==> config.mk <==
export PLATFORM = sky130hd
export DESIGN_NAME = scmi_mbox_initiator_flat
export DESIGN_NICKNAME = d
export VERILOG_FILES = /design/src/rtl/scmi_mbox_pkg.sv /design/src/rtl/scmi_mbox_initiator_if.sv /design/src/rtl/scmi_mbox_initiator.sv /design/src/flat_wrapper.sv
export SDC_FILE = /design/constraint.sdc
export NUM_CORES = 1
export LEC_CHECK = 0
export CAP_MARGIN = 20
export CORE_AREA = 5 5 285 287
export CTS_BUF_LIST = sky130_fd_sc_hd__clkbuf_8
export CTS_CLUSTER_DIAMETER = 100
export CTS_CLUSTER_SIZE = 40
export DETAILED_ROUTE_END_ITERATION = 16
export DIE_AREA = 0 0 290 292
export GPL_TIMING_DRIVEN = 0
export SYNTH_ARGS = -nofsm -noshare
export SYNTH_HDL_FRONTEND = slang
export SYNTH_SLANG_ARGS = --single-unit
==> constraint.sdc <==
create_clock -name clk_i -period 4.4 [get_ports clk_i]
set_input_delay 0.88 -clock clk_i [delete_from_list [all_inputs] [get_ports clk_i]]
set_output_delay 0.88 -clock clk_i [all_outputs]
set_load 0.01 [all_outputs]
==> src/rtl/scmi_mbox_pkg.sv <==
// Shared definitions for the SCMI shared-memory mailbox: register offsets,
// status codes and the initiator FSM states.
package scmi_mbox_pkg;

  localparam logic [31:0] OffChanStatus = 32'h04;
  localparam logic [31:0] OffChanFlags  = 32'h10;
  localparam logic [31:0] OffLength     = 32'h14;
  localparam logic [31:0] OffHeader     = 32'h18;
  localparam logic [31:0] OffPayload    = 32'h1C;

  typedef enum logic [1:0] {
    ST_OK       = 2'd0,
    ST_CHAN_ERR = 2'd1,
    ST_BUS_ERR  = 2'd2,
    ST_TIMEOUT  = 2'd3
  } status_e;

  typedef enum logic [3:0] {
    S_IDLE, S_POLL, S_WR_FLAGS, S_WR_LEN, S_WR_HDR, S_WR_PAY, S_WR_STAT,
    S_RING, S_WAIT, S_RD_STAT, S_RD_LEN, S_RD_HDR, S_RD_PAY, S_RESP
  } state_e;

  // Byte offset of payload word k.
  function automatic logic [31:0] pay_off(input logic [31:0] k);
    return OffPayload + (k << 2);
  endfunction

endpackage

==> src/rtl/scmi_mbox_initiator_if.sv <==
// Register-bus link between the mailbox initiator (master) and the mailbox
// register block or bridge (slave); 32-bit data.
interface scmi_mbox_initiator_if #(
  parameter int unsigned AddrWidth = 64
) ();
  logic                 valid;
  logic [AddrWidth-1:0] addr;
  logic                 write;
  logic [31:0]          wdata;
  logic [3:0]           wstrb;
  logic                 ready;
  logic [31:0]          rdata;
  logic                 error;

  modport master (output valid, addr, write, wdata, wstrb,
                  input  ready, rdata, error);
  modport slave  (input  valid, addr, write, wdata, wstrb,
                  output ready, rdata, error);
endinterface

==> src/rtl/scmi_mbox_initiator.sv <==
// SCMI shared-memory mailbox initiator: posts one command into the mailbox,
// rings the doorbell, waits for completion and returns the response.
module scmi_mbox_initiator
  import scmi_mbox_pkg::*;
#(
  parameter int unsigned          AddrWidth       = 64,
  parameter logic [AddrWidth-1:0] BaseAddr        = '0,
  parameter int unsigned          MaxPayloadWords = 8,
  parameter logic [31:0]          DoorbellOffset  = 32'h3C,
  parameter int unsigned          TimeoutCycles   = 100000,
  localparam int unsigned         LW              = $clog2(MaxPayloadWords + 1)
) (
  input  logic                         clk_i,
  input  logic                         rst_i,
  input  logic                         cmd_valid_i,
  output logic                         cmd_ready_o,
  input  logic [31:0]                  cmd_hdr_i,
  input  logic [LW-1:0]                cmd_len_i,
  input  logic [32*MaxPayloadWords-1:0] cmd_payload_i,
  output logic                         rsp_valid_o,
  input  logic                         rsp_ready_i,
  output logic [31:0]                  rsp_hdr_o,
  output logic [LW-1:0]                rsp_len_o,
  output logic [32*MaxPayloadWords-1:0] rsp_payload_o,
  output logic [1:0]                   rsp_status_o,
  scmi_mbox_initiator_if.master        reg_bus,
  input  logic                         completion_irq_i,
  output logic                         busy_o
);

  localparam int unsigned IW = (MaxPayloadWords > 1) ? $clog2(MaxPayloadWords) : 1;
  localparam int unsigned TW = (TimeoutCycles > 1) ? $clog2(TimeoutCycles + 1) : 1;

  typedef logic [MaxPayloadWords-1:0][31:0] words_t;

  state_e               state_q, state_d;
  logic                 req_valid_q, req_valid_d;
  logic [AddrWidth-1:0] req_addr_q, req_addr_d;
  logic                 req_write_q, req_write_d;
  logic [31:0]          req_wdata_q, req_wdata_d;
  logic [LW-1:0]        idx_q, idx_d;
  logic [TW-1:0]        tmo_q, tmo_d;
  logic                 comp_q, comp_d;
  logic [31:0]          hdr_q, hdr_d;
  logic [LW-1:0]        len_q, len_d;
  words_t               pay_q, pay_d;
  logic [31:0]          rsp_hdr_q, rsp_hdr_d;
  logic [LW-1:0]        rsp_len_q, rsp_len_d;
  words_t               rsp_pay_q, rsp_pay_d;
  status_e              status_q, status_d;
  logic                 rsp_valid_q, cmd_ready_q, busy_q;

  logic xfer_ok_c, xfer_err_c, tmo_exp_c;
  logic [31:0] n_words;

  assign xfer_ok_c  = req_valid_q && reg_bus.ready && !reg_bus.error;
  assign xfer_err_c = req_valid_q && reg_bus.ready && reg_bus.error;
  assign tmo_exp_c  = (TimeoutCycles != 0) && (tmo_q >= TW'(TimeoutCycles - 1));

  function automatic logic [AddrWidth-1:0] mbox_addr(input logic [31:0] off);
    return BaseAddr + AddrWidth'(off);
  endfunction

  // Next-state, request issue and capture logic; a new request is issued in the
  // same cycle the previous one completes so transfers can run back to back.
  always_comb begin
    state_d     = state_q;
    req_valid_d = req_valid_q;
    req_addr_d  = req_addr_q;
    req_write_d = req_write_q;
    req_wdata_d = req_wdata_q;
    idx_d       = idx_q;
    tmo_d       = tmo_q;
    comp_d      = comp_q;
    hdr_d       = hdr_q;
    len_d       = len_q;
    pay_d       = pay_q;
    rsp_hdr_d   = rsp_hdr_q;
    rsp_len_d   = rsp_len_q;
    rsp_pay_d   = rsp_pay_q;
    status_d    = status_q;
    n_words     = '0;

    case (state_q)
      S_IDLE: if (cmd_valid_i && cmd_ready_q) begin
        hdr_d       = cmd_hdr_i;
        len_d       = (cmd_len_i > LW'(MaxPayloadWords)) ? LW'(MaxPayloadWords) : cmd_len_i;
        pay_d       = words_t'(cmd_payload_i);
        rsp_hdr_d   = '0;
        rsp_len_d   = '0;
        rsp_pay_d   = '0;
        status_d    = ST_OK;
        tmo_d       = '0;
        state_d     = S_POLL;
        req_valid_d = 1'b1;
        req_write_d = 1'b0;
        req_addr_d  = mbox_addr(OffChanStatus);
        req_wdata_d = '0;
      end
      S_POLL: begin
        if (!tmo_exp_c) tmo_d = tmo_q + TW'(1);
        if (xfer_ok_c) begin
          if (reg_bus.rdata[0]) begin
            state_d     = S_WR_FLAGS;
            req_write_d = 1'b1;
            req_addr_d  = mbox_addr(OffChanFlags);
            req_wdata_d = 32'h1;
          end else if (tmo_exp_c) begin
            status_d    = ST_TIMEOUT;
            req_valid_d = 1'b0;
            state_d     = S_RESP;
          end
        end
      end
      S_WR_FLAGS: if (xfer_ok_c) begin
        state_d     = S_WR_LEN;
        req_addr_d  = mbox_addr(OffLength);
        req_wdata_d = 32'd4 + (32'(len_q) << 2);
      end
      S_WR_LEN: if (xfer_ok_c) begin
        state_d     = S_WR_HDR;
        req_addr_d  = mbox_addr(OffHeader);
        req_wdata_d = hdr_q;
      end
      S_WR_HDR: if (xfer_ok_c) begin
        if (len_q == '0) begin
          state_d     = S_WR_STAT;
          req_addr_d  = mbox_addr(OffChanStatus);
          req_wdata_d = '0;
        end else begin
          state_d     = S_WR_PAY;
          idx_d       = '0;
          req_addr_d  = mbox_addr(pay_off(32'd0));
          req_wdata_d = pay_q[0];
        end
      end
      S_WR_PAY: if (xfer_ok_c) begin
        if (idx_q == len_q - LW'(1)) begin
          state_d     = S_WR_STAT;
          req_addr_d  = mbox_addr(OffChanStatus);
          req_wdata_d = '0;
        end else begin
          idx_d       = idx_q + LW'(1);
          req_addr_d  = mbox_addr(pay_off(32'(idx_q) + 32'd1));
          req_wdata_d = pay_q[IW'(idx_q + LW'(1))];
        end
      end
      S_WR_STAT: if (xfer_ok_c) begin
        state_d     = S_RING;
        req_addr_d  = mbox_addr(DoorbellOffset);
        req_wdata_d = 32'h1;
      end
      S_RING: if (xfer_ok_c) begin
        state_d     = S_WAIT;
        req_valid_d = 1'b0;
        tmo_d       = '0;
      end
      S_WAIT: begin
        if (comp_q || completion_irq_i) begin
          state_d     = S_RD_STAT;
          req_valid_d = 1'b1;
          req_write_d = 1'b0;
          req_addr_d  = mbox_addr(OffChanStatus);
          req_wdata_d = '0;
        end else if (tmo_exp_c) begin
          status_d = ST_TIMEOUT;
          state_d  = S_RESP;
        end else begin
          tmo_d = tmo_q + TW'(1);
        end
      end
      S_RD_STAT: if (xfer_ok_c) begin
        if (reg_bus.rdata[1]) status_d = ST_CHAN_ERR;
        state_d    = S_RD_LEN;
        req_addr_d = mbox_addr(OffLength);
      end
      S_RD_LEN: if (xfer_ok_c) begin
        if (reg_bus.rdata < 32'd4) begin
          status_d    = ST_CHAN_ERR;
          rsp_len_d   = '0;
          req_valid_d = 1'b0;
          state_d     = S_RESP;
        end else begin
          n_words = (reg_bus.rdata - 32'd1) >> 2;
          if (n_words > 32'(MaxPayloadWords)) n_words = 32'(MaxPayloadWords);
          rsp_len_d  = LW'(n_words);
          state_d    = S_RD_HDR;
          req_addr_d = mbox_addr(OffHeader);
        end
      end
      S_RD_HDR: if (xfer_ok_c) begin
        rsp_hdr_d = reg_bus.rdata;
        if (rsp_len_q == '0) begin
          req_valid_d = 1'b0;
          state_d     = S_RESP;
        end else begin
          idx_d      = '0;
          state_d    = S_RD_PAY;
          req_addr_d = mbox_addr(pay_off(32'd0));
        end
      end
      S_RD_PAY: if (xfer_ok_c) begin
        rsp_pay_d[IW'(idx_q)] = reg_bus.rdata;
        if (idx_q == rsp_len_q - LW'(1)) begin
          req_valid_d = 1'b0;
          state_d     = S_RESP;
        end else begin
          idx_d      = idx_q + LW'(1);
          req_addr_d = mbox_addr(pay_off(32'(idx_q) + 32'd1));
        end
      end
      S_RESP: if (rsp_ready_i) state_d = S_IDLE;
      default: state_d = S_IDLE;
    endcase

    if (xfer_err_c) begin
      status_d    = ST_BUS_ERR;
      req_valid_d = 1'b0;
      state_d     = S_RESP;
    end

    // Completion is only armed from the doorbell onwards.
    if (state_d == S_RING && state_q != S_RING) comp_d = 1'b0;
    else if ((state_q == S_RING || state_q == S_WAIT) && completion_irq_i) comp_d = 1'b1;
  end

  always_ff @(posedge clk_i) begin
    if (rst_i) begin
      state_q     <= S_IDLE;
      req_valid_q <= 1'b0;
      req_addr_q  <= '0;
      req_write_q <= 1'b0;
      req_wdata_q <= '0;
      idx_q       <= '0;
      tmo_q       <= '0;
      comp_q      <= 1'b0;
      hdr_q       <= '0;
      len_q       <= '0;
      pay_q       <= '0;
      rsp_hdr_q   <= '0;
      rsp_len_q   <= '0;
      rsp_pay_q   <= '0;
      status_q    <= ST_OK;
      rsp_valid_q <= 1'b0;
      cmd_ready_q <= 1'b0;
      busy_q      <= 1'b0;
    end else begin
      state_q     <= state_d;
      req_valid_q <= req_valid_d;
      req_addr_q  <= req_addr_d;
      req_write_q <= req_write_d;
      req_wdata_q <= req_wdata_d;
      idx_q       <= idx_d;
      tmo_q       <= tmo_d;
      comp_q      <= comp_d;
      hdr_q       <= hdr_d;
      len_q       <= len_d;
      pay_q       <= pay_d;
      rsp_hdr_q   <= rsp_hdr_d;
      rsp_len_q   <= rsp_len_d;
      rsp_pay_q   <= rsp_pay_d;
      status_q    <= status_d;
      rsp_valid_q <= (state_d == S_RESP);
      cmd_ready_q <= (state_d == S_IDLE);
      busy_q      <= (state_d != S_IDLE);
    end
  end

  assign reg_bus.valid = req_valid_q;
  assign reg_bus.addr  = req_addr_q;
  assign reg_bus.write = req_write_q;
  assign reg_bus.wdata = req_wdata_q;
  assign reg_bus.wstrb = 4'hF;

  assign cmd_ready_o   = cmd_ready_q;
  assign rsp_valid_o   = rsp_valid_q;
  assign rsp_hdr_o     = rsp_hdr_q;
  assign rsp_len_o     = rsp_len_q;
  assign rsp_payload_o = rsp_pay_q;
  assign rsp_status_o  = status_q;
  assign busy_o        = busy_q;

endmodule

==> src/flat_wrapper.sv <==
// flat-port wrapper written by rule: the top's interface ports become plain ports
module scmi_mbox_initiator_flat import scmi_mbox_pkg::*;
#(
  parameter int unsigned          AddrWidth       = 64,
  parameter logic [AddrWidth-1:0] BaseAddr        = '0,
  parameter int unsigned          MaxPayloadWords = 8,
  parameter logic [31:0]          DoorbellOffset  = 32'h3C,
  parameter int unsigned          TimeoutCycles   = 100000,
  localparam int unsigned         LW              = $clog2(MaxPayloadWords + 1)
)
  (clk_i, rst_i, cmd_valid_i, cmd_ready_o, cmd_hdr_i, cmd_len_i, cmd_payload_i, rsp_valid_o, rsp_ready_i, rsp_hdr_o, rsp_len_o, rsp_payload_o, rsp_status_o, completion_irq_i, busy_o, reg_bus_valid, reg_bus_addr, reg_bus_write, reg_bus_wdata, reg_bus_wstrb, reg_bus_ready, reg_bus_rdata, reg_bus_error);
  scmi_mbox_initiator_if #(.AddrWidth(AddrWidth)) reg_bus_i ();
  input  logic clk_i;
  input  logic rst_i;
  input  logic cmd_valid_i;
  output logic cmd_ready_o;
  input  logic [31:0] cmd_hdr_i;
  input  logic [LW-1:0] cmd_len_i;
  input  logic [32*MaxPayloadWords-1:0] cmd_payload_i;
  output logic rsp_valid_o;
  input  logic rsp_ready_i;
  output logic [31:0] rsp_hdr_o;
  output logic [LW-1:0] rsp_len_o;
  output logic [32*MaxPayloadWords-1:0] rsp_payload_o;
  output logic [1:0] rsp_status_o;
  input  logic completion_irq_i;
  output logic busy_o;
  output wire logic [$bits(reg_bus_i.valid)-1:0] reg_bus_valid;
  output wire logic [$bits(reg_bus_i.addr)-1:0] reg_bus_addr;
  output wire logic [$bits(reg_bus_i.write)-1:0] reg_bus_write;
  output wire logic [$bits(reg_bus_i.wdata)-1:0] reg_bus_wdata;
  output wire logic [$bits(reg_bus_i.wstrb)-1:0] reg_bus_wstrb;
  input wire logic [$bits(reg_bus_i.ready)-1:0] reg_bus_ready;
  input wire logic [$bits(reg_bus_i.rdata)-1:0] reg_bus_rdata;
  input wire logic [$bits(reg_bus_i.error)-1:0] reg_bus_error;
  assign reg_bus_valid = reg_bus_i.valid;
  assign reg_bus_addr = reg_bus_i.addr;
  assign reg_bus_write = reg_bus_i.write;
  assign reg_bus_wdata = reg_bus_i.wdata;
  assign reg_bus_wstrb = reg_bus_i.wstrb;
  assign reg_bus_i.ready = reg_bus_ready;
  assign reg_bus_i.rdata = reg_bus_rdata;
  assign reg_bus_i.error = reg_bus_error;
  scmi_mbox_initiator #(.AddrWidth(AddrWidth), .BaseAddr(BaseAddr), .MaxPayloadWords(MaxPayloadWords), .DoorbellOffset(DoorbellOffset), .TimeoutCycles(TimeoutCycles)) u_core (.clk_i(clk_i), .rst_i(rst_i), .cmd_valid_i(cmd_valid_i), .cmd_ready_o(cmd_ready_o), .cmd_hdr_i(cmd_hdr_i), .cmd_len_i(cmd_len_i), .cmd_payload_i(cmd_payload_i), .rsp_valid_o(rsp_valid_o), .rsp_ready_i(rsp_ready_i), .rsp_hdr_o(rsp_hdr_o), .rsp_len_o(rsp_len_o), .rsp_payload_o(rsp_payload_o), .rsp_status_o(rsp_status_o), .reg_bus(reg_bus_i), .completion_irq_i(completion_irq_i), .busy_o(busy_o));
endmodule
# == Yosys cells after proc, flatten, opt, wreduce, memory -nomap -nowiden ==
# Cells that the tools add are included.
# word_totals
word_cells,254
regBits,713
output_inout_bits,399
in_bits,331
# classes
eq_ne,53
addsub,8
n_reduce_logical,41
muxes,112
order_cmp,7
# op_table
op,n
$mux 64,15
$pmux 64 s11,1
$mux 256,2
$pmux 256 s2,1
$mux 32,15
$bwmux 256,1
$pmux 32 s8,1
$mux 4,32
$bmux 32 s3,1
$demux 32 s3,1
$mux 17,4
$pmux 17 s4,1
$pmux 32 s2,1
$pmux 4 s14,1
$ne 2x1->1 const B,18
$add 5x32->32 const A,1
$lt 32x3->1 const B,1
$sub 32x1->32 const B,1
$gt 30x4->1 const B,1
$eq 4x4->1 const B,7
$reduce_and 9->1,3
$mux 2,11
$eq 4x3->1 const B,5
$ne 2x2->1 const B,9
43 further kinds,87

# == Logic depth before layout (Yosys ltp) ==
# Gate-level depths: netlist of the first run.
# logic_depth
depth_word,9
ltp_mapped,11
mapped_depth_nobuf,9

# == Worst setup path before layout of the first run ==
# Ideal clock, no wire load.
# synth_timing
path_kind,input to register
startpoint,input port reg_bus_rdata[21]
endpoint,register u_core.rsp_len_q[3] (netlist: u_core.rsp_len_o[3])
n_path_buf,1
arrival_ns,2.630
path_stages,8
setup_time_ns,0.117
setup_slack_ns,1.653
t_required_ns,4.283
path_cell_list,clkbuf_1 > nor4_1 > nand3_1 > or3_1 > nor4b_2 > and3_1 > nand3_1 > a22o_1
# synth_between
elab_chain_cells,6
elab_cells_between_ends,7
classes_between,1 x add/sub; 2 x order compare; 4 x mux
# synth_rtl
item,line,text
"start, declared",flat_wrapper.sv:34,input wire logic [$bits(reg_bus_i.rdata)-1:0] reg_bus_rdata;
$sub 32x1->32,scmi_mbox_initiator.sv:184,n_words = (reg_bus.rdata - 32'd1) >> 2;
$gt 30x4->1,scmi_mbox_initiator.sv:185,if (n_words > 32'(MaxPayloadWords)) n_words = 32'(MaxPayloadWords);
$mux 4,scmi_mbox_initiator.sv:185,
$mux 4 (*),scmi_mbox_initiator.sv:178,if (reg_bus.rdata < 32'd4) begin
$mux 4 (*),scmi_mbox_initiator.sv:177,S_RD_LEN: if (xfer_ok_c) begin
$pmux 4 s2 (*),scmi_mbox_initiator.sv:84,case (state_q)
"end signal, assigned",scmi_mbox_initiator.sv:260,rsp_len_q <= rsp_len_d;
"end, declared",scmi_mbox_initiator.sv:48,"logic [LW-1:0] rsp_len_q, rsp_len_d;"
# Mark *: on every way between the ends. The rest lies on a longest branch, timed or not. The select of a mux whose other input is x is not followed.
# A chain may end at the register's enable or synchronous reset.

# == Final worst setup path of the first run ==
# layout_timing
startpoint,register u_core.state_q[3]
endpoint,"register u_core.rsp_pay_q, in the netlist u_core.rsp_payload_o[237]"
# layout_between
elab_chain_cells,3
elab_cells_between_ends,7
classes_between,3 x eq/ne; 1 x mux; 3 x reduce/logical
# layout_rtl
item,line,text
"start, declared",scmi_mbox_initiator.sv:36,"state_e state_q, state_d;"
"start signal, assigned",scmi_mbox_initiator.sv:248,state_q <= state_d;
$eq 4x4->1 / $logic_not 4->1 (equally long branches),scmi_mbox_initiator.sv:84,
$ne 2x1->1 (no line) / $reduce_bool 2->1 (equally long branches),n/a,
$reduce_and 3->1 (no line),n/a,
"end signal, assigned",scmi_mbox_initiator.sv:261,rsp_pay_q <= rsp_pay_d;
"end, declared",scmi_mbox_initiator.sv:49,"words_t rsp_pay_q, rsp_pay_d;"
# Several ways; a longest one is shown, not always the timed one.

==> results.cfg, run 1 <==
[run_status]
status = completed

[critical_path]
worstSetupPathType = reg -> reg
slowest_stage = nor2_1
worstPathArrival_ns = 4.67
worstPathRequired_ns = 5.02
worstSetupStartpointType = flip-flop
path_delay_family = simple AND/OR/NAND/NOR gates
cp.depth = 9
cp-end-kind = flip-flop
path_cells = buf_2 -> nor4_2 -> nor2b_1 -> clkbuf_1 -> nor2_2 -> nor2_1 -> nor2_1 -> a22oi_1 -> nor2_1
crit_buf_inv = 2
slowest_delay_ns = 0.91
rr_worst_depth = 9
crit_fanout = 10
cpMostUsedCell = nor2_1

[layout]
layout-drive-gt1-share_pct = 5.66
final_cell_area_um2 = 36700
nNetsFinal = 4501
num-fill-cells = 8045
area_growth_pct = 32.5

[global_route]
grt_pass1_wl_mm = 192
grt_pass1_vias = 26701
track_usage_pct = 30.3
grt_max_degree = 41
grt_overflow_total = 0
antenna_found_initial = 29

[placement]
dpl_cell_area_um2 = 35900
gp_congestion = 0.946
preCtsSetupSlack_ns = 0.0411
numPortBuffers = 656
detailedPlacementHpwl_mm = 110

[clock_tree]
htree_levels = 1
clk_pin_slew_ns = 0.22
clock-root-buffer = clkbuf_8
holdBufCountCts = 0
cts_buffers = 27
cts_resized = 0
cts_buffer_depth = 3
post_cts_buffers = 0
clkLatencyLatePin_ns = 0.77
cts_tree = built
cts_sinks = 655

[flow_run]
maxCapViolCount = 0

[synthesis]
synthArstFlopShare_pct = 0
ys_ff_latch = 655
syn_area_um2 = 27700
synth_cells = 3412
yosysMostFrequentCell = nand2_1
synth_cell_types = 78
synth_area_leaders = dfxtp_1 (47%), nand2_1 (12%), a21oi_1 (10%)
synth_top_area_share_pct = 47.4
synth-main-ff-cell = dfxtp_1
ys_seq_area_share_pct = 47.4
yosys.area.top_type = dfxtp_1
synth.avg_cell_area_um2 = 8.11
synth_commonest_cells = nand2_1 (884), dfxtp_1 (655), a21oi_1 (580)
yosys_warnings = 0
synth_edf_count = 0

[detailed_routing]
drt_wl_total_mm = 138
vias_per_cell = 5.48
vias = 28782
drt_iter0_drc = 2763
wire_per_inst_um = 26.3
dr.pass1.iters = 6
drc_errors = 0
ant_nets = 0

[timing]
relSlewSlack_pct = 18.1
max_freq_mhz = 247
tns_ns = 0
setup-violations-final = 0
period_share_pct = 92.0
period_minus_slack_ns = 4.05
finalMaxSlewViolations = 0
finalWorstSetupSlack_ns = 0.351
finClkSkew_ns = 0.0550
worst_slew_pin_slew_ns = 1.23
finalHoldViolCount = 0
rsz0062_at_grt = no

[power]
power_leakage_nw = 11.9
pwr_density_cell_nw_per_um2 = 305
p_total_w = 0.0112
ir_drop_v = 0.000235

[floorplanning]
core_area_um2 = 78400
rows = 103
io_pins = 730
fp.dieArea_um2 = 84700
start_util_pct = 35.3
die_h_um = 292
fp.dieW_um = 290

[min_path]
min_path_type = reg -> reg
whs_path_depth = 2
[cell families (layout without fill, tap and decap cells)]
| group | count (synthesis) | count (layout) | share of synthesized area, % |
|---|---|---|---|
| buf+inv | 384 | 1096 | 6.33 |
| flops | 655 | 655 | 47.4 |
| xor+xnor | 20 | 20 | 0.687 |
| simple gates | 1439 | 1439 | 22.4 |
| fa+ha+maj | 6 | 6 | 0.262 |
| other cells | 2 | 84 | 0.0271 |
| mux | 101 | 101 | 6.54 |
| compound gates | 805 | 805 | 16.4 |
[tightest hold or removal path, stage by stage, from the launching register on]
cell	delay (ns)
dfxtp_1	0.36
nand2_1	0.05
a21oi_1	0.05
[final cells by class]
cell class,count,area [um^2],area share (%)
antenna,22,55.1,0.150
buffer,367,1690,4.60
clock buffer,28,385,1.05
clock inverter,20,362,0.986
inverter,17,63.8,0.174
multi-input combinational,2433,13000,35.6
sequential,655,13100,35.7
tap,1050,1310,3.58
timing repair buffer,664,6670,18.2
[path summary, 6_finish.rpt]
| check | from | endpoint | slack [ns] |
|---|---|---|---|
| worst max-delay path | u_core.state_q[3] | u_core.rsp_payload_o[237] | 0.35 |
| worst min-delay path | u_core.pay_q[243] | u_core.pay_q[243] | 0.47 |
| worst max register to register | u_core.state_q[3] | u_core.rsp_payload_o[237] | 0.35 |
| worst min register to register | u_core.pay_q[243] | u_core.pay_q[243] | 0.47 |
[per-stage QoR]
stage               std cells  hold slack, ns  utilization, %
global placement         5178           0.439            45.7
detailed placement       5186           0.443            45.8
floorplan                3472           0.433               -
finish                   5256           0.466            46.8
CTS                      5234           0.467            46.8
global route             5246           0.487            46.8
[routing by layer]
metal | vias up | routed length (um) | track usage (%)
met5 | - | 127 | 0
met4 | 18 | 6440 | 12.6
met3 | 263 | 12900 | 8.05
met2 | 1391 | 66500 | 51.6
met1 | 13959 | 52200 | 36.5
li1 | 13151 | - | -
[power by group]
group | internal [W] | leakage, nW | switching [W] | total, W
clock | 0.000774 | 0.357 | 0.00229 | 0.00306
sequential | 0.00615 | 5.30 | 0.000127 | 0.00628
combinational | 0.000658 | 6.22 | 0.00120 | 0.00186
[flip-flops by register name, indices dropped and copies added (netlist names)]
register / cells
u_core.reg_bus.addr: 6
u_core.tmo_q: 17
u_core.rsp_hdr_o: 32
u_core.idx_q: 4
u_core.pay_q: 256
u_core.rsp_status_o: 2
u_core.reg_bus.wdata: 32
u_core.hdr_q: 32
u_core.len_q: 4
u_core.state_q: 4
u_core.rsp_valid_o: 1
u_core.reg_bus.write: 1
u_core.rsp_len_o: 4
u_core.cmd_ready_o: 1
u_core.comp_q: 1
u_core.rsp_payload_o: 256
u_core.reg_bus.valid: 1
u_core.busy_o: 1
[placed cells by master, fill, tap and decap left out, types with 19 or more instances in the layout]
cell	n
nand2_1	884
clkdlybuf4s50_1	656
dfxtp_1	655
a21oi_1	580
nand3_1	290
clkbuf_1	249
nor2_1	129
buf_4	72
a22oi_1	68
mux4_2	64
conb_1	62
o21ai_0	50
mux2i_1	37
clkbuf_8	28
buf_2	27
diode_2	22
nor3_1	22
buf_1	19
Note: power is estimated with default switching activity, not from simulation.
==> inputs of run 2 (changes only) <==
--- a/config.mk
+++ b/config.mk
@@ -6,12 +6,12 @@
 export NUM_CORES = 1
 export LEC_CHECK = 0
 export CAP_MARGIN = 20
-export CORE_AREA = 5 5 285 287
+export CORE_AREA = 5 5 283 285
 export CTS_BUF_LIST = sky130_fd_sc_hd__clkbuf_8
 export CTS_CLUSTER_DIAMETER = 100
 export CTS_CLUSTER_SIZE = 40
 export DETAILED_ROUTE_END_ITERATION = 16
-export DIE_AREA = 0 0 290 292
+export DIE_AREA = 0 0 288 290
 export GPL_TIMING_DRIVEN = 0
 export SYNTH_ARGS = -nofsm -noshare
 export SYNTH_HDL_FRONTEND = slang
==> constraint.sdc (replaced) <==
create_clock -name clk_i -period 3.3 [get_ports clk_i]
set_input_delay 0.66 -clock clk_i [delete_from_list [all_inputs] [get_ports clk_i]]
set_output_delay 0.66 -clock clk_i [all_outputs]
set_load 0.01 [all_outputs]
==> run 2 against run 1 <==
  * Clock power up 34%
  * First-iteration DRC count up 11%
  * Register-to-register slack worse by 0.22 ns
  * Sequential power up 33%
  * Setup slack worse by 0.22 ns
  * Largest cell class unchanged
  * Count of clock-buffer cells in the layout down 1
  * Critical path type unchanged
  * Combinational power up 34%
  * Non-clock buffer count down 1
  * Utilization up 0.86 points
  * Flip-flop and latch count unchanged
==> results.cfg, run 2 (synthesis results as in run 1) <==
[detailed_routing]
top_layer = met5
vias = 28586
drt_wl_total_mm = 138
wirelength_met1_mm = 52.9
dr.pass1.iters = 6
vias_per_cell = 5.46
wire_per_inst_um = 26.4
ant_nets = 0
met3_length_mm = 12.4
drc_errors = 0
wl_met2_mm = 65.2
drt_iter0_drc = 3061

[placement]
placed_cells = 5176
gp_congestion = 0.952
numPortBuffers = 656
dpl_cell_area_um2 = 35900
preCtsSetupSlack_ns = -0.534
detailedPlacementHpwl_mm = 110

[layout]
final_cell_mix = nand2_1 (883), clkdlybuf4s50_1 (656), dfxtp_1 (655)
final_common_cell = nand2_1
area_growth_pct = 32.8
finalNonFillerCells = 5239
nNetsFinal = 4500
layout-drive-gt1-share_pct = 6.02
final_cell_area_um2 = 36800

[global_route]
track_usage_pct = 31.2
grt_overflow_total = 0
grt_pass1_wl_mm = 194
antenna_found_initial = 27
grt_max_degree = 41
grt_pass1_vias = 27001

[timing]
tns_ns = 0
finClkSkew_ns = 0.0475
rsz0062_at_grt = no
max_freq_mhz = 315
finalWorstSetupSlack_ns = 0.127
finalMaxSlewViolations = 0
relSlewSlack_pct = 15.1
period_minus_slack_ns = 3.17
period_share_pct = 96.1
worst_slew_pin_slew_ns = 1.27
holdWs_ns = 0.336
finalHoldViolCount = 0
setup-violations-final = 0

[clock_tree]
cts_sinks = 655
clock-root-buffer = clkbuf_8
clkLatencyLatePin_ns = 0.76
holdBufCountCts = 0
post_cts_buffers = 0
htree_levels = 1
cts_tree = built
cts_buffer_depth = 3
cts_buffers = 27
clk_pin_slew_ns = 0.20

[floorplanning]
io_pins = 730
rows = 102
core_area_um2 = 77100
fp.dieW_um = 288
die_h_um = 290
fp.dieArea_um2 = 83500
start_util_pct = 35.9

[critical_path]
cp-end-kind = flip-flop
crit_fanout = 17
worstPathArrival_ns = 3.86
worstPathRequired_ns = 3.99
timing.rr.start = u_core.state_q[3]
worstSetupPathType = reg -> reg
ff2ff_setup_slack_ns = 0.13
rr_worst_depth = 9
timing.rr.end = u_core.pay_q[58]
worstSetupStartpointType = flip-flop

[power]
pwr_density_cell_nw_per_um2 = 408
power_leakage_nw = 11.9
ir_drop_v = 0.000283

[min_path]
whs_path_depth = 3
min_to = u_core.rsp_payload_o[242]
min-delay-start = reg_bus_rdata[18]
min_path_type = in -> reg

[run_status]
status = completed

[flow_run]
maxCapViolCount = 0
## run 2: cell types whose count changed in the layout (fill, tap and decap cells not counted), moves of 2 or more
| cell | change |
|---|---|
| buf_16 | +2 |
| buf_2 | -3 |
| clkbuf_1 | -7 |
| clkbuf_2 | +7 |
| diode_2 | -7 |
| inv_12 | +2 |
| inv_16 | -2 |
| nor2_1 | -5 |
| nor2_2 | +4 |
## run 2: where the power goes
part	switching, W	internal, W	leakage (nW)
clock	0.00302	0.00109	0.361
sequential	0.000170	0.00820	5.30
combinational	0.00162	0.000886	6.26
total	0.00481	0.0102	11.9
## run 2: layout make-up
class                   count  area [um^2]
clock buffers              27          372
fillers                  7883        40300
inverters                  17         63.8
well taps                1040         1300
flip-flops and latches    655        13100
repair buffers            664         6700
plain buffers             366         1700
clock inverters            22          394
multi-input cells        2433        13100
diodes                     15         37.5
## run 2: worst max path at each step
stage | cells after the start | endpoint | start
2_1_floorplan | 8 | u_core.rsp_len_o[3] | reg_bus_rdata[21]
3_3_place_gp | 9 | u_core.rsp_payload_o[238] | cmd_valid_i
3_5_place_dp | 10 | u_core.reg_bus.wdata[28] | reg_bus_ready
4_1_cts | 8 | u_core.rsp_payload_o[56] | u_core.idx_q[0]
5_1_grt | 10 | u_core.rsp_payload_o[168] | u_core.state_q[3]
6_report | 9 | u_core.pay_q[58] | u_core.state_q[3]
## run 2: stage by stage
step / util [%] / power (W)
after floorplan: - / 0.00972
after global placement: 46.4 / 0.0110
after detailed placement: 46.6 / 0.0110
after CTS: 47.6 / 0.0150
after global routing: 47.7 / 0.0155
final: 47.7 / 0.0150
## run 2: worst max-delay path: stages (launching register included)
cell,delay (ns)
dfxtp_1,0.37
buf_2,0.21
nor4_4,0.39
nor2b_1,0.18
clkbuf_1,0.38
buf_16,0.24
clkbuf_1,0.44
clkbuf_1,0.48
nand2_1,0.23
a21oi_1,0.18
## run 2: metal layers
layer | GRT usage (%) | vias up
met5 | 0 | -
met4 | 14.3 | 22
met3 | 7.45 | 286
met2 | 52.0 | 1368
met1 | 38.1 | 13789
li1 | - | 13121
## run 2: timing repair
action | CTS | global route
gates cloned | 0 | 0
resized for setup | 8 | 11
endpoints found under the setup margin | 128 | 320
==> inputs of run 3 (changes only) <==
--- a/config.mk
+++ b/config.mk
@@ -6,13 +6,14 @@
 export NUM_CORES = 1
 export LEC_CHECK = 0
 export CAP_MARGIN = 20
-export CORE_AREA = 5 5 283 285
+export CORE_AREA = 5 5 285 287
 export CTS_BUF_LIST = sky130_fd_sc_hd__clkbuf_8
 export CTS_CLUSTER_DIAMETER = 100
 export CTS_CLUSTER_SIZE = 40
 export DETAILED_ROUTE_END_ITERATION = 16
-export DIE_AREA = 0 0 288 290
+export DIE_AREA = 0 0 290 292
 export GPL_TIMING_DRIVEN = 0
+export RECOVER_POWER = 100
 export SYNTH_ARGS = -nofsm -noshare
 export SYNTH_HDL_FRONTEND = slang
 export SYNTH_SLANG_ARGS = --single-unit
==> constraint.sdc (replaced) <==
create_clock -name clk_i -period 3.1 [get_ports clk_i]
set_input_delay 0.62 -clock clk_i [delete_from_list [all_inputs] [get_ports clk_i]]
set_output_delay 0.62 -clock clk_i [all_outputs]
set_load 0.01 [all_outputs]
==> run 3 against run 2 <==
  * Largest power group unchanged
  * Sequential share of layout area is essentially flat
  * Combinational power grew 6%
  * Register-to-register slack lost 0.02 ns
  * Highest routed layer unchanged
  * Critical endpoint is now u_core.pay_q[206]
==> results.cfg, run 3 (synthesis results as in run 1) <==
[timing]
finClkSkew_ns = 0.0606
finalHoldViolCount = 0
relSlewSlack_pct = 16.1
setup-violations-final = 0
finalMaxSlewViolations = 0
max_freq_mhz = 334
tns_ns = 0
rsz0062_at_grt = no
worst_slew_pin_slew_ns = 1.26
period_share_pct = 96.6
period_minus_slack_ns = 3.00

[floorplanning]
die_h_um = 292
start_util_pct = 35.3
fp.dieW_um = 290
fp.dieArea_um2 = 84700
rows = 103
io_pins = 730
core_area_um2 = 78400

[layout]
layout-drive-gt1-share_pct = 6.47
final_cell_area_um2 = 36800
nNetsFinal = 4503
area_growth_pct = 32.9
final_common_cell = nand2_1
final_cell_mix = nand2_1 (880), dfxtp_1 (655), a21oi_1 (580)
num-fill-cells = 8045

[critical_path]
timing.rr.start = u_core.state_q[3]
worstSetupStartpointType = flip-flop
path_delay_family = buffers and inverters
worstPathRequired_ns = 3.81
worstSetupPathType = reg -> reg
rr_worst_depth = 8
ff2ff_setup_slack_ns = 0.10
crit_buf_inv = 4
slowest_stage = clkbuf_1
path_cells = buf_2 -> nor4_4 -> nor2b_1 -> clkbuf_2 -> buf_2 -> clkbuf_1 -> nand2_1 -> a21oi_1
worstPathArrival_ns = 3.71
cp-end-kind = flip-flop
timing.rr.end = u_core.pay_q[206]
cp.depth = 8
crit_fanout = 10
cpMostUsedCell = buf_2
slowest_delay_ns = 0.52

[clock_tree]
cts_sinks = 655
cts_buffer_depth = 3
holdBufCountCts = 0
clk_pin_slew_ns = 0.22
cts_buffers = 27
clkLatencyLatePin_ns = 0.77
clock-root-buffer = clkbuf_8
htree_levels = 1
cts_tree = built

[detailed_routing]
drt_wl_total_mm = 138
vias_per_cell = 5.47
wirelength_met1_mm = 51.9
ant_nets = 0
drt_iter0_drc = 2827
wl_met2_mm = 66.1
met3_length_mm = 13.0
top_layer = met5
dr.pass1.iters = 6
wire_per_inst_um = 26.2
drc_errors = 0
vias = 28731

[global_route]
grt_overflow_total = 0
grt_pass1_wl_mm = 192
track_usage_pct = 30.3
grt_max_degree = 41
antenna_found_initial = 31
grt_pass1_vias = 26713

[min_path]
min-delay-start = reg_bus_rdata[17]
min_to = u_core.rsp_payload_o[81]
min_path_type = in -> reg
whs_path_depth = 3

[power]
ir_drop_v = 0.000336
pwr_density_cell_nw_per_um2 = 432
power_leakage_nw = 13.2

[placement]
detailedPlacementHpwl_mm = 110
dpl_cell_area_um2 = 35900
numPortBuffers = 656
gp_congestion = 0.946

[run_status]
status = completed

[flow_run]
maxCapViolCount = 0
-- run 3: cell types whose count changed in the layout (fill, tap and decap cells not counted), sizes merged, moves of 4 or more --
cell           change
buf               -13
clkbuf            +16
clkdlybuf4s50    -339
diode              +4
dlygate4sd3      +339
-- run 3: how the worst max path moves through the flow --
stage | from | end | slack [ns]
after global routing | u_core.idx_q[1] | u_core.reg_bus.wdata[10] | 0.006
after detailed placement | cmd_valid_i | u_core.rsp_payload_o[238] | -1.0
after floorplan | u_core.idx_q[0] | u_core.reg_bus.wdata[17] | 0.60
final | u_core.state_q[3] | u_core.pay_q[206] | 0.10
after CTS | u_core.reg_bus.valid | u_core.reg_bus.wdata[28] | 0.005
after global placement | cmd_valid_i | u_core.rsp_payload_o[238] | -0.87
-- run 3: worst min-delay path: cells and delay by family --
kind            cells  cell delay, ns
simple gates        1            0.12
buf+inv             1            0.24
compound gates      1            0.05
-- run 3: metal layers --
| layer | up-vias | global-route usage [%] |
|---|---|---|
| met4 | 20 | 12.5 |
| li1 | 13145 | - |
| met5 | - | 0 |
| met1 | 13828 | 36.6 |
| met3 | 277 | 7.94 |
| met2 | 1461 | 51.7 |
-- run 3: area by class of cell --
class                           instances  area, um^2  share of cell area (%)
Sequential cell                       655       13100                    35.6
Multi-Input combinational cell       2433       13100                    35.6
Timing Repair Buffer                  666        6680                    18.2
Buffer                                367        1720                    4.68
Tap cell                             1050        1310                    3.57
Clock buffer                           28         385                    1.05
Clock inverter                         20         362                   0.983
Inverter                               17        63.8                   0.173
Antenna cell                           19        47.5                   0.129
-- run 3: through the flow --
| stage | utilization (%) | setup WS (ns) | total power [W] | std cells | hold slack [ns] |
|---|---|---|---|---|---|
| 3_3_place_gp | 45.7 | -0.866 | 0.0117 | 5178 | 0.439 |
| 6_report | 46.9 | 0.105 | 0.0159 | 5255 | 0.311 |
| 5_1_grt | 46.9 | 0.00611 | 0.0164 | 5248 | 0.291 |
| 2_1_floorplan | - | 0.604 | 0.0103 | 3472 | 0.433 |
| 4_1_cts | 46.8 | 0.00536 | 0.0159 | 5234 | 0.283 |
| 3_5_place_dp | 45.8 | -0.999 | 0.0117 | 5186 | 0.443 |
-- run 3: repair_timing --
action | 4_1_cts | 5_1_grt
endpoints found under the setup margin | 500 | 362
buffers inserted | 0 | 2
resized for setup | 22 | 26
endpoints found under the hold margin | 0 | 0
pin swaps | 1 | 1
-- run 3: power by group --
group          internal [W]  switching [W]
clock               0.00110        0.00323
combinational      0.000934        0.00171
sequential          0.00873       0.000180
total                0.0108        0.00512
